[src/rtl/perm_out_ser_pkg.sv]
// perm_pkg: shared types and constants for the permutation output serialiser.
//   state_e          : framing FSM states (IDLE, HDR, DATA)
//   lane_t           : one queued lane (lane-0 marker + 64-bit data)
//   LANES_PER_STATE  : lanes in one 1600-bit state
//   BYTES_PER_LANE   : bytes serialised per lane
//   IDLE_BYTE        : byte driven on the NoC between frames
//   lane_byte()      : little-endian byte select from a lane
package perm_pkg;

  typedef enum logic [1:0] {
    IDLE,
    HDR,
    DATA
  } state_e;

  localparam int unsigned LANES_PER_STATE = 25;
  localparam int unsigned BYTES_PER_LANE  = 8;
  localparam int unsigned LANE_W          = 64;
  localparam logic [7:0]  IDLE_BYTE       = 8'h00;

  typedef struct packed {
    logic              first;
    logic [LANE_W-1:0] data;
  } lane_t;

  // Byte 0 is bits 7:0.
  function automatic logic [7:0] lane_byte(input logic [LANE_W-1:0] lane,
                                           input logic [2:0]        idx);
    return lane[idx*8 +: 8];
  endfunction

endpackage

[src/rtl/perm_out_ser_lane_fifo.sv]
// lane_fifo: circular FIFO with a one-entry look-ahead read port.
//   clk, rst_n          : clock, asynchronous active-low reset
//   push_i / wdata_i    : write an entry (ignored when full)
//   pop_i               : drop the head entry (ignored when empty)
//   head_o              : entry at the head
//   next_o              : low PEEK_W bits of the entry behind the head
//   full_o, empty_o     : occupancy flags
//   count_o             : number of stored entries
module lane_fifo #(
  parameter int unsigned  DEPTH  = 4,
  parameter int unsigned  WIDTH  = 65,
  parameter int unsigned  PEEK_W = WIDTH,
  localparam int unsigned PW     = (DEPTH > 1) ? $clog2(DEPTH) : 1,
  localparam int unsigned CW     = $clog2(DEPTH + 1)
) (
  input  logic              clk,
  input  logic              rst_n,
  input  logic              push_i,
  input  logic [WIDTH-1:0]  wdata_i,
  input  logic              pop_i,
  output logic [WIDTH-1:0]  head_o,
  output logic [PEEK_W-1:0] next_o,
  output logic              full_o,
  output logic              empty_o,
  output logic [CW-1:0]     count_o
);

  logic [WIDTH-1:0] mem_q [DEPTH];
  logic [PW-1:0]    wr_ptr_q;
  logic [PW-1:0]    rd_ptr_q;
  logic [PW-1:0]    rd_nxt;
  logic [CW-1:0]    count_q;
  logic             do_push;
  logic             do_pop;

  function automatic logic [PW-1:0] wrap_inc(input logic [PW-1:0] p);
    return (p == PW'(DEPTH - 1)) ? '0 : p + PW'(1);
  endfunction

  assign full_o  = (count_q == CW'(DEPTH));
  assign empty_o = (count_q == '0);
  assign count_o = count_q;
  // A full FIFO refuses a push even when a pop happens on the same edge.
  assign do_push = push_i && !full_o;
  assign do_pop  = pop_i && !empty_o;
  assign rd_nxt  = wrap_inc(rd_ptr_q);
  assign head_o  = mem_q[rd_ptr_q];
  assign next_o  = mem_q[rd_nxt][PEEK_W-1:0];

  always_ff @(posedge clk) begin
    if (do_push) mem_q[wr_ptr_q] <= wdata_i;
  end

  always_ff @(posedge clk or negedge rst_n) begin
    if (!rst_n) begin
      wr_ptr_q <= '0;
      rd_ptr_q <= '0;
      count_q  <= '0;
    end else begin
      if (do_push) wr_ptr_q <= wrap_inc(wr_ptr_q);
      if (do_pop)  rd_ptr_q <= wrap_inc(rd_ptr_q);
      case ({do_push, do_pop})
        2'b10:   count_q <= count_q + CW'(1);
        2'b01:   count_q <= count_q - CW'(1);
        default: count_q <= count_q;
      endcase
    end
  end

endmodule

[src/rtl/perm_out_ser.sv]
// perm_out_ser: queues 64-bit lanes from the permutation block and serialises
// each 25-lane state onto the NoC as a header byte followed by 200 data bytes.
//   clk       : clock
//   reset     : asynchronous active-low reset
//   pushout   : lane offered;  firstout : offered lane is lane 0;  dout : lane
//   stopout   : backpressure (FIFO full)
//   noc_stall : NoC cannot take a byte this cycle
//   frm_ctl   : 1 for idle/header bytes, 0 for data bytes
//   frm_data  : NoC byte (registered)
//   seq_err   : sticky lane-0 marker inconsistency
module perm_out_ser
  import perm_pkg::*;
#(
  parameter int unsigned FIFO_DEPTH = 4,
  parameter logic [7:0]  HDR_BYTE   = 8'hA5
) (
  input  logic        clk,
  input  logic        reset,
  input  logic        pushout,
  input  logic        firstout,
  input  logic [63:0] dout,
  output logic        stopout,
  input  logic        noc_stall,
  output logic        frm_ctl,
  output logic [7:0]  frm_data,
  output logic        seq_err
);

  localparam int unsigned CW        = $clog2(FIFO_DEPTH + 1);
  localparam logic [4:0]  LAST_LANE = 5'(LANES_PER_STATE - 1);
  localparam logic [2:0]  LAST_BYTE = 3'(BYTES_PER_LANE - 1);

  lane_t             wr_lane;
  lane_t             fifo_head;
  logic [LANE_W-1:0] fifo_next;
  logic              fifo_full;
  logic              fifo_empty;
  logic              fifo_push;
  logic              fifo_pop;
  logic [CW-1:0]     fifo_count;

  state_e            state_q;
  logic [4:0]        lane_cnt_q;
  logic [2:0]        byte_cnt_q;
  logic              starve_q;
  logic              seq_err_q;
  logic              frm_ctl_q;
  logic [7:0]        frm_data_q;

  logic              lane_end;
  logic              more_queued;
  logic              head_bad;

  assign wr_lane   = '{first: firstout, data: dout};
  assign fifo_push = pushout && !fifo_full;
  assign stopout   = fifo_full;
  assign frm_ctl   = frm_ctl_q;
  assign frm_data  = frm_data_q;
  assign seq_err   = seq_err_q;

  lane_fifo #(
    .DEPTH  (FIFO_DEPTH),
    .WIDTH  ($bits(lane_t)),
    .PEEK_W (LANE_W)
  ) u_fifo (
    .clk     (clk),
    .rst_n   (reset),
    .push_i  (fifo_push),
    .wdata_i (wr_lane),
    .pop_i   (fifo_pop),
    .head_o  (fifo_head),
    .next_o  (fifo_next),
    .full_o  (fifo_full),
    .empty_o (fifo_empty),
    .count_o (fifo_count)
  );

  always_comb begin
    lane_end    = (state_q == DATA) && !starve_q && (byte_cnt_q == LAST_BYTE);
    fifo_pop    = lane_end && !noc_stall;
    // The lane behind the head is needed to emit its byte 0 on the pop edge.
    more_queued = (fifo_count > CW'(1));
    head_bad    = (lane_cnt_q == '0) ? !fifo_head.first : fifo_head.first;
  end

  // Outputs are computed for the state being entered, so frm_data always
  // shows the byte indexed by byte_cnt_q of the current lane. starve_q marks
  // a mid-frame gap: the lane was popped, the next one has not arrived, and
  // the last byte stays on the bus.
  always_ff @(posedge clk or negedge reset) begin
    if (!reset) begin
      state_q    <= IDLE;
      lane_cnt_q <= '0;
      byte_cnt_q <= '0;
      starve_q   <= 1'b0;
      seq_err_q  <= 1'b0;
      frm_ctl_q  <= 1'b1;
      frm_data_q <= IDLE_BYTE;
    end else if (!noc_stall) begin
      case (state_q)
        IDLE: begin
          if (!fifo_empty) begin
            state_q    <= HDR;
            frm_ctl_q  <= 1'b1;
            frm_data_q <= HDR_BYTE;
          end
        end
        HDR: begin
          state_q    <= DATA;
          lane_cnt_q <= '0;
          byte_cnt_q <= '0;
          starve_q   <= 1'b0;
          frm_ctl_q  <= 1'b0;
          frm_data_q <= lane_byte(fifo_head.data, 3'd0);
        end
        DATA: begin
          if (starve_q) begin
            if (!fifo_empty) begin
              starve_q   <= 1'b0;
              frm_data_q <= lane_byte(fifo_head.data, 3'd0);
            end
          end else if (byte_cnt_q != LAST_BYTE) begin
            byte_cnt_q <= byte_cnt_q + 3'd1;
            frm_data_q <= lane_byte(fifo_head.data, byte_cnt_q + 3'd1);
          end else begin
            if (head_bad) seq_err_q <= 1'b1;
            byte_cnt_q <= '0;
            if (lane_cnt_q == LAST_LANE) begin
              lane_cnt_q <= '0;
              frm_ctl_q  <= 1'b1;
              if (more_queued) begin
                state_q    <= HDR;
                frm_data_q <= HDR_BYTE;
              end else begin
                state_q    <= IDLE;
                frm_data_q <= IDLE_BYTE;
              end
            end else begin
              lane_cnt_q <= lane_cnt_q + 5'd1;
              if (more_queued) frm_data_q <= lane_byte(fifo_next, 3'd0);
              else             starve_q   <= 1'b1;
            end
          end
        end
        default: state_q <= IDLE;
      endcase
    end
  end

endmodule

[config.mk]
export PLATFORM = sky130hd
export DESIGN_NAME = perm_out_ser
export DESIGN_NICKNAME = d
export VERILOG_FILES = /design/src/rtl/perm_out_ser_pkg.sv /design/src/rtl/perm_out_ser_lane_fifo.sv /design/src/rtl/perm_out_ser.sv
export SDC_FILE = /design/constraint.sdc
export NUM_CORES = 1
export LEC_CHECK = 0
export ABC_CLOCK_PERIOD_IN_PS = 7550
export BUFFER_PORTS_ARGS = -buffer_cell sky130_fd_sc_hd__buf_4
export CELL_PAD_IN_SITES_DETAIL_PLACEMENT = 0
export CELL_PAD_IN_SITES_GLOBAL_PLACEMENT = 1
export CORE_MARGIN = 4
export CORE_UTILIZATION = 39
export CTS_BUF_LIST = sky130_fd_sc_hd__clkbuf_2
export DETAILED_ROUTE_END_ITERATION = 16
export GPL_TIMING_DRIVEN = 0
export PLACE_DENSITY_LB_ADDON = 0.1
export SLEW_MARGIN = 20
export SYNTH_ARGS = -nofsm -noshare
export SYNTH_HDL_FRONTEND = slang
export SYNTH_SLANG_ARGS = --single-unit
[constraint.sdc]
create_clock -name clk -period 7.55 [get_ports clk]
set_input_delay 1.51 -clock clk [delete_from_list [all_inputs] [get_ports clk]]
set_output_delay 1.51 -clock clk [all_outputs]
set_load 0.05 [all_outputs]
==> results of run 1 <==
through the flow:
step	total power (uW)	setup WS (ns)
floorplan	2870	3.74
global placement	3260	2.18
detailed placement	3310	4.25
CTS	4380	4.02
global route	4570	4.01
finish	4300	4.12
worst min path at each step:
stage                                  startpoint                            end  slack [ns]  cells past startpoint
floorplan           u_fifo.count_o[1]$_DFFE_PN0P_  u_fifo.count_o[1]$_DFFE_PN0P_        0.50                      2
CTS                           seq_err$_DFFE_PN0P_            seq_err$_DFFE_PN0P_        0.49                      1
global route                  seq_err$_DFFE_PN0P_            seq_err$_DFFE_PN0P_        0.50                      1
finish                        seq_err$_DFFE_PN0P_            seq_err$_DFFE_PN0P_        0.48                      1
global placement              seq_err$_DFFE_PN0P_            seq_err$_DFFE_PN0P_        0.47                      1
detailed placement            seq_err$_DFFE_PN0P_            seq_err$_DFFE_PN0P_        0.46                      1
sequential cells by signal, indices dropped and copies added, names as in the netlist:
signal           count
byte_cnt_q           3
frm_ctl              1
frm_data             8
lane_cnt_q           5
seq_err              1
starve_q             1
state_q              2
u_fifo.count_o       3
u_fifo.mem_q       260
u_fifo.rd_ptr_q      2
u_fifo.wr_ptr_q      2
critical path: stages, from the launching register on:
cell and delay (ns):
dfrtp_1 0.44, inv_1 0.10, ha_1 0.23, and2_1 0.18
buf_4 0.19
cell type report:
cell class              instances  area share
clock buffers                 109      0.0389
multi-input cells             319       0.239
inverters                      17     0.00455
plain buffers                  32      0.0172
diodes                          2    0.000357
clock inverters                12     0.00856
repair buffers                 83      0.0501
flip-flops and latches        288       0.606
well taps                     396      0.0353
cell families (layout without fill, tap and decap cells):
| group | after synthesis | after routing |
|---|---|---|
| flip-flops | 288 | 288 |
| adder cells (fa/ha/maj) | 20 | 20 |
| XOR/XNOR | 7 | 7 |
| AND/OR/NAND/NOR | 100 | 100 |
| other | 0 | 2 |
| multiplexers | 90 | 90 |
| AO/OA/AOI/OAI | 102 | 102 |
| buffers and inverters | 49 | 253 |
routing by layer:
layer	vias up	global-route usage	part of all wire
met5	-	0	0
met4	0	0.0574	0.019
met3	44	0.0359	0.051
met2	194	0.274	0.48
met1	3471	0.231	0.45
li1	3042	-	-
cells in the mapped netlist (6+ instances only):
cell      instances  area [um2]
and2_1            6        37.5
inv_1            17        63.8
nor3_1            9        45.0
clkbuf_1          9        33.8
edfxtp_1        260        7810
mux4_2           54        1220
ha_1             20         250
a22oi_1           6        45.0
nor2b_1          11        68.8
nand2b_1          9        56.3
nor2_1           23        86.3
mux4_1            8         210
buf_6            10         113
mux2_2           10         113
nand2_1          18        67.6
a21oi_1          11        55.1
dfrtp_1          27         676
o311a_1           6        60.1
o21ai_1           7        35.0
buf_2             6        30.0
mux2i_1          18         180
a22o_1            7        61.3
o21ai_0          18        90.1
a211oi_1         12        90.1
power by group through the flow:
stage                     Clock [uW]  Sequential (uW)  Combinational [uW]
after global placement             0             2250                1010
after CTS                       1100             2190                1090
final                           1050             2190                1060
after detailed placement           0             2230                1080
after floorplan                    0             2280                 589
after global routing            1200             2210                1160
==> results.yml, run 1 <==
sta:
  tns_ns: 0
  max_slew.worst_pin.slew_ns: 1.00
  slew_headroom: 0.313
  finalSetupViolCount: 0
  max_freq_mhz: 291
  fin_crit_ns: 3.43
  report.final.hold_viol_count: 0
  finalCritPeriodShare: 0.455
  grt_setup_unrepaired: "false"
  drv_slew: 0
  whs_ns: 0.476
  finClkSkew_ns: 0.0676
placed_design:
  place_hpwl_mm: 19.0
  place_inst: 1135
  place_area_um2: 13400
  place.port_buffers: 79
  gp_congestion: 0.760
die:
  io_pins: 80
  die_w_um: 185
  core_area_um2: 30700
  dieHeight_um: 185
  die-area_um2: 34100
  placementRows: 64
  start_util: 0.396
power:
  intPower_uw: 2920
  p_per_area_nw_per_um2: 307
  sw_frac_of_total: 0.323
  p_leak_uw: 0.00495
  ir_drop_v: 0.000110
  clkPwrFrac: 0.245
  p_switching_uw: 1390
  p_seq_frac: 0.508
  p_comb_frac: 0.247
synth:
  synth_compound_area_frac: 0.0631
  ys_warn_count: 0
  synth_top_family_by_area: "multiplexers"
  syn-num-nets: 745
  ys_seq_area_frac: 0.700
  async_reset_ff_frac: 0.0972
  synthCells: 656
  synth_edf_count: 260
  syn_area_um2: 12200
  synthFlopType: "edfxtp_1"
  syn_avg_cell_area_um2: 18.5
  synthMuxAreaShare: 0.141
  yosys_register_bits: 288
  synth-adder-area-share: 0.0206
  synth-simple-area-share: 0.0450
  synth_cell_types: 61
  synth_xor_area_frac: 0.00504
clocking:
  htree_num_levels: 3
  root_buffer: "clkbuf_2"
  cts_tree: "built"
  insertion_delay_ns: 0.86
  cts.hold.buffers_added: 0
  clockBufferDepth: 3
  path_clk_slew_ns: 0.10
  clock_sinks: 288
  postCtsSetupBuffers: 0
  numCtsBuffers: 74
  ctsResizeCount: 0
global_routing:
  grt_pass1_wl_mm: 42.9
  grt_start_max_net_pins: 44
  gr-usage-all-layers: 0.170
  first_global_vias: 7246
  grt_overflow_total: 0
  grt_antenna_before_repair: 1
critical_path:
  critPathArrivalTime_ns: 1.92
  crit_fanout: 5
  worst_setup_path_start_kind: "register"
  rrSetupSlack_ns: 4.54
  crit_path_end_kind: "primary output"
  r2r_cells: 8
  startpoint: "u_fifo.count_o[0]$_DFFE_PN0P_"
  crit_required_ns: 6.04
  r2r-start: "byte_cnt_q[0]$_DFFE_PN0P_"
  worstSetupPathType: "reg2out"
  endpoint: "stopout"
  r2r_end: "frm_data[3]$_DFFE_PN0P_"
drt:
  dr.pass1.iters: 5
  vias_per_cell: 5.37
  drt_iter0_markers: 317
  ant_nets: 0
  wl_per_cell_um: 22.7
  drt-total-wl_mm: 28.6
  vias: 6751
  drc_errors: 0
worst_hold_path:
  min_path_type: "reg2reg"
final_layout:
  layout_common_cells: "260 x edfxtp_1, 109 x clkbuf_2, 84 x buf_4"
  stdcell_count: 1258
  area_growth_pct: 15.5
  final_area_um2: 14000
  multi_input_area_um2: 3350
  final_layout_size_suffix_gt1_frac: 0.344
  final_common_cell: "edfxtp_1"
  layout.nets: 904
  seq_area_um2: 8510
  fillers: 2730
  utilization: 0.458
flow_run:
  drv_cap: 0
outcome:
  status: "complete, no violations"
(Power assumes the default switching activity.)
==> run 2: changes to the inputs <==
- ABC_CLOCK_PERIOD_IN_PS: 7550 -> 3600
- clock period: 7.55 -> 3.6 ns (I/O delays scaled with it)
==> run 2 against run 1 <==
Effect of this change: routed wire length grew 0.10%; sequential share of layout area shrank 1.1 points; sequential power grew 110%; core utilization grew 0.85 points; critical path depth grew 4; count of clock-buffer cells in the layout is the same; power grew 110%; combinational power grew 110%; die area is the same; critical path type is now reg2reg; critical endpoint is now frm_data[3]$_DFFE_PN0P_.
==> results.yml, run 2 (synthesis results as in run 1) <==
outcome:
  status: "complete, no violations"
clocking:
  insertion_delay_ns: 0.86
  postCtsSetupBuffers: 0
  numCtsBuffers: 74
  htree_num_levels: 3
  ctsResizeCount: 0
  clockBufferDepth: 3
  root_buffer: "clkbuf_2"
  path_clk_slew_ns: 0.10
  clock_sinks: 288
  cts.hold.buffers_added: 26
  cts_tree: "built"
sta:
  finalSetupViolCount: 0
  setup_ws_ns: 0.578
  max_slew.worst_pin.slew_ns: 0.987
  fin_crit_ns: 3.02
  drv_slew: 0
  finClkSkew_ns: 0.0609
  tns_ns: 0
  report.final.hold_viol_count: 0
  finalCritPeriodShare: 0.840
  max_freq_mhz: 331
  grt_setup_unrepaired: "false"
  slew_headroom: 0.325
critical_path:
  worstSetupPathType: "reg2reg"
  crit_path_end_kind: "register"
  worst_setup_path_start_kind: "register"
  crit_fanout: 10
  critPathArrivalTime_ns: 3.72
  crit_required_ns: 4.30
drt:
  drt-total-wl_mm: 28.6
  wl_per_cell_um: 22.3
  vias: 6837
  drc_errors: 0
  drt_iter0_markers: 338
  wl_met1_mm: 12.9
  dr_wl_met2_mm: 13.8
  ant_nets: 0
  dr.pass1.iters: 4
  vias_per_cell: 5.32
  top_signal_layer_used: "met4"
  wl_met3_mm: 1.41
global_routing:
  grt_overflow_total: 0
  grt_pass1_wl_mm: 43.3
  gr-usage-all-layers: 0.171
  grt_antenna_before_repair: 1
  grt_start_max_net_pins: 44
  first_global_vias: 7344
final_layout:
  largest_reg_flops: 260
  layout.nets: 930
  regMostFlops: "u_fifo.mem_q"
  final_common_cell: "edfxtp_1"
  area_growth_pct: 17.6
  final_layout_size_suffix_gt1_frac: 0.334
  layout_common_cells: "260 x edfxtp_1, 109 x clkbuf_2, 84 x buf_4"
die:
  dieHeight_um: 185
  die-area_um2: 34100
  io_pins: 80
  placementRows: 64
  start_util: 0.396
  core_area_um2: 30700
  die_w_um: 185
placed_design:
  gp_congestion: 0.760
  place_ws_ns: 0.596
  place.port_buffers: 79
  place_hpwl_mm: 19.0
power:
  sw_frac_of_total: 0.322
  p_per_area_nw_per_um2: 632
  p_comb_frac: 0.249
  ir_drop_v: 0.000236
  intPower_uw: 6130
  p_switching_uw: 2910
  p_leak_uw: 0.00506
  clkPwrFrac: 0.244
  p_seq_frac: 0.507
flow_run:
  drv_cap: 0
worst_hold_path:
  min_path_type: "in2reg"
run 2: cell count changes in the layout (fill, tap and decap cells not counted), sizes merged:
cell / change
dlygate4sd3: +26
run 2: routing by layer:
layer / vias up / global-route usage
li1: 3093 / -
met2: 194 / 0.275
met1: 3505 / 0.234
met5: - / 0
met3: 45 / 0.0353
met4: 0 / 0.0574
run 2: critical path: stages (launching register included):
cell and delay, ns:
dfrtp_1 0.40, ha_1 0.20, ha_1 0.29, buf_2 0.29, clkbuf_1 0.53, nand2b_1 0.33, o221ai_1 0.41, o21ai_1 0.12
a221o_1 0.34
run 2: through the flow:
stage / utilization / instance area, um2 / power [uW] / hold WS, ns / instances
2_1_floorplan: - / 12200 / 6010 / 0.424 / 656
3_3_place_gp: 0.432 / 13200 / 6850 / 0.466 / 1131
3_5_place_dp: 0.436 / 13400 / 6940 / 0.464 / 1135
4_1_cts: 0.466 / 14300 / 9200 / 0.000225 / 1282
5_1_grt: 0.466 / 14300 / 9610 / 0.0143 / 1284
6_report: 0.466 / 14300 / 9040 / 0.0822 / 1284
run 2: final cells by class:
type,instances,area [um2]
diodes,2,5.00
plain buffers,32,241
inverters,17,63.8
multi-input cells,319,3350
clock buffers,109,546
flip-flops and latches,288,8510
repair buffers,109,963
fillers,2717,16400
well taps,396,495
clock inverters,12,120
run 2: worst paths after layout:
| path | end | cells past startpoint | slack [ns] | from |
|---|---|---|---|---|
| max | frm_data[3]$_DFFE_PN0P_ | 8 | 0.58 | byte_cnt_q[0]$_DFFE_PN0P_ |
| min | u_fifo.mem_q[2][63]$_DFFE_PP_ | 1 | 0.08 | dout[63] |
| max reg2reg | frm_data[3]$_DFFE_PN0P_ | 8 | 0.58 | byte_cnt_q[0]$_DFFE_PN0P_ |
| min reg2reg | seq_err$_DFFE_PN0P_ | 1 | 0.48 | seq_err$_DFFE_PN0P_ |
| max in group asynchronous | frm_ctl$_DFFE_PN1P_ | 2 | 2.88 | reset |
| min in group asynchronous | frm_data[5]$_DFFE_PN0P_ | 2 | 0.33 | reset |
run 2: power groups by stage:
stage / logic [uW] / registers [uW] / clock network (uW)
after CTS: 2300 / 4600 / 2310
final: 2250 / 4590 / 2200
after floorplan: 1240 / 4780 / 0
after global routing: 2460 / 4640 / 2510
after global placement: 2130 / 4720 / 0
after detailed placement: 2270 / 4670 / 0
==> run 3: changes to the inputs <==
- ABC_CLOCK_PERIOD_IN_PS: 3600 -> 3000
- clock period: 3.6 -> 3 ns (I/O delays scaled with it)
==> run 3 against run 2 <==
Effect of this change: combinational power grew 23%; worst hold slack gained 0.018 ns; routed wire length grew 2.2%; setup slack lost 0.33 ns; die area is the same; critical path depth is the same; largest cell class unchanged.
==> results.yml, run 3 (synthesis results as in run 1) <==
outcome:
  status: "complete, no violations"
final_layout:
  multi_input_area_um2: 3360
  layout.nets: 973
  final_area_um2: 14700
  final_common_cell: "edfxtp_1"
  utilization: 0.479
  area_growth_pct: 20.9
  seq_area_um2: 8510
  stdcell_count: 1338
  fillers: 2607
  regMostFlops: "u_fifo.mem_q"
  largest_reg_flops: 260
  layout_common_cells: "260 x edfxtp_1, 118 x clkbuf_2, 84 x buf_4"
  final_layout_size_suffix_gt1_frac: 0.324
critical_path:
  crit_required_ns: 3.68
  r2r-start: "byte_cnt_q[1]$_DFFE_PN0P_"
  r2r_end: "frm_data[1]$_DFFE_PN0P_"
  slowest_delay_ns: 0.42
  crit_path_end_kind: "register"
  worst_setup_path_start_kind: "register"
  critical_path_cell_count: 8
  crit_family: "compound AO/OA/AOI/OAI gates"
  path_common_cell: "ha_1"
  crit_fanout: 19
  worstSetupPathType: "reg2reg"
  critPathBufInv: 1
  rrSetupSlack_ns: 0.24
  endpoint: "frm_data[1]$_DFFE_PN0P_"
  slowest_stage: "dfrtp_1"
  startpoint: "byte_cnt_q[1]$_DFFE_PN0P_"
  critPathArrivalTime_ns: 3.44
  r2r_cells: 8
  crit_chain: "ha_1, ha_1, buf_2, and2_1, nand2_1, o32a_1, o211a_1, a221o_1"
sta:
  slew_headroom: 0.405
  drv_slew: 0
  finalCritPeriodShare: 0.919
  finClkSkew_ns: 0.0746
  finalSetupViolCount: 0
  max_freq_mhz: 363
  max_slew.worst_pin.slew_ns: 0.890
  report.final.hold_viol_count: 0
  grt_setup_unrepaired: "false"
  fin_crit_ns: 2.76
power:
  p_per_area_nw_per_um2: 744
  p_comb_frac: 0.253
  clkPwrFrac: 0.244
  p_seq_frac: 0.503
  p_switching_uw: 3640
  sw_frac_of_total: 0.333
  ir_drop_v: 0.000306
  intPower_uw: 7300
  p_leak_uw: 0.00524
die:
  placementRows: 64
  start_util: 0.396
  dieHeight_um: 185
  die_w_um: 185
  core_area_um2: 30700
  io_pins: 80
  die-area_um2: 34100
global_routing:
  grt_antenna_before_repair: 1
  grt_pass1_wl_mm: 44.3
  grt_overflow_total: 0
  grt_start_max_net_pins: 42
  gr-usage-all-layers: 0.175
  first_global_vias: 7392
drt:
  dr.pass1.iters: 5
  drt-total-wl_mm: 29.3
  wl_per_cell_um: 21.9
  vias_per_cell: 5.17
  ant_nets: 0
  drt_iter0_markers: 425
  drc_errors: 0
  vias: 6920
clocking:
  path_clk_slew_ns: 0.10
  root_buffer: "clkbuf_2"
  clock_sinks: 288
  clockBufferDepth: 3
  cts_tree: "built"
  numCtsBuffers: 78
  ctsResizeCount: 0
  htree_num_levels: 3
  insertion_delay_ns: 0.87
  postCtsSetupBuffers: 0
worst_hold_path:
  min_path_type: "in2reg"
  min_from: "noc_stall"
placed_design:
  place_area_um2: 13400
  gp_congestion: 0.804
  place_inst: 1135
  place.port_buffers: 79
  place_hpwl_mm: 19.0
flow_run:
  drv_cap: 0
[run 3: changes by cell type in the layout (fill, tap and decap cells not counted), sizes merged]
cell         delta
bufinv          -2
clkbuf          +8
clkinv          +7
clkinvlp        +1
diode           -1
dlygate4sd3    +40
inv             +1
[run 3: metrics by stage]
stage	setup TNS, ns	hold slack (ns)	power, uW	worst slack [ns]
3_5_place_dp	-0.138	0.473	8340	-0.0590
2_1_floorplan	0	0.304	7190	0.341
3_3_place_gp	-71.31	0.462	8190	-0.309
4_1_cts	0	0.0311	11100	0.246
5_1_grt	0	0.0407	11600	0.124
6_report	0	0.100	10900	0.243
[run 3: power groups by stage]
| stage | registers (uW) | logic, uW | clock network [uW] |
|---|---|---|---|
| finish | 5510 | 2770 | 2670 |
| global route | 5570 | 3010 | 3040 |
| CTS | 5520 | 2810 | 2790 |
| detailed placement | 5610 | 2730 | 0 |
| global placement | 5610 | 2580 | 0 |
| floorplan | 5700 | 1490 | 0 |
[run 3: what timing repair did]
item,4_1_cts,5_1_grt
hold endpoints to repair,288,0
hold buffers,66,0
setup endpoints to repair,3,0
[run 3: layout make-up]
class	count	share of cell area
clock buffers	118	0.0402
clock inverters	19	0.00638
plain buffers	31	0.0162
flip-flops and latches	288	0.579
diodes	1	0.000170
multi-input cells	319	0.228
inverters	17	0.00434
well taps	396	0.0337
repair buffers	149	0.0922
[run 3: worst min-delay path, stage by stage]
cell    delay [ns]
buf_4         0.11
nor2_1        0.06
a21o_1        0.15
[run 3: worst min path at each step]
stage                                end  slack [ns]  depth (start not counted)
3_5_place_dp         seq_err$_DFFE_PN0P_        0.47                          1
5_1_grt              seq_err$_DFFE_PN0P_        0.04                          3
6_report             seq_err$_DFFE_PN0P_        0.10                          3
2_1_floorplan  byte_cnt_q[0]$_DFFE_PN0P_        0.30                          0
4_1_cts              seq_err$_DFFE_PN0P_        0.03                          3
3_3_place_gp         seq_err$_DFFE_PN0P_        0.46                          1
[run 3: layer usage]
| metal | GRT usage | vias up | share of wire | wire [um] |
|---|---|---|---|---|
| met3 | 0.0403 | 37 | 0.053 | 1550 |
| met4 | 0.0538 | 0 | 0.013 | 379 |
| met1 | 0.241 | 3509 | 0.45 | 13200 |
| met2 | 0.279 | 183 | 0.48 | 14100 |
| met5 | 0 | - | 0 | 0 |
| li1 | - | 3191 | - | - |
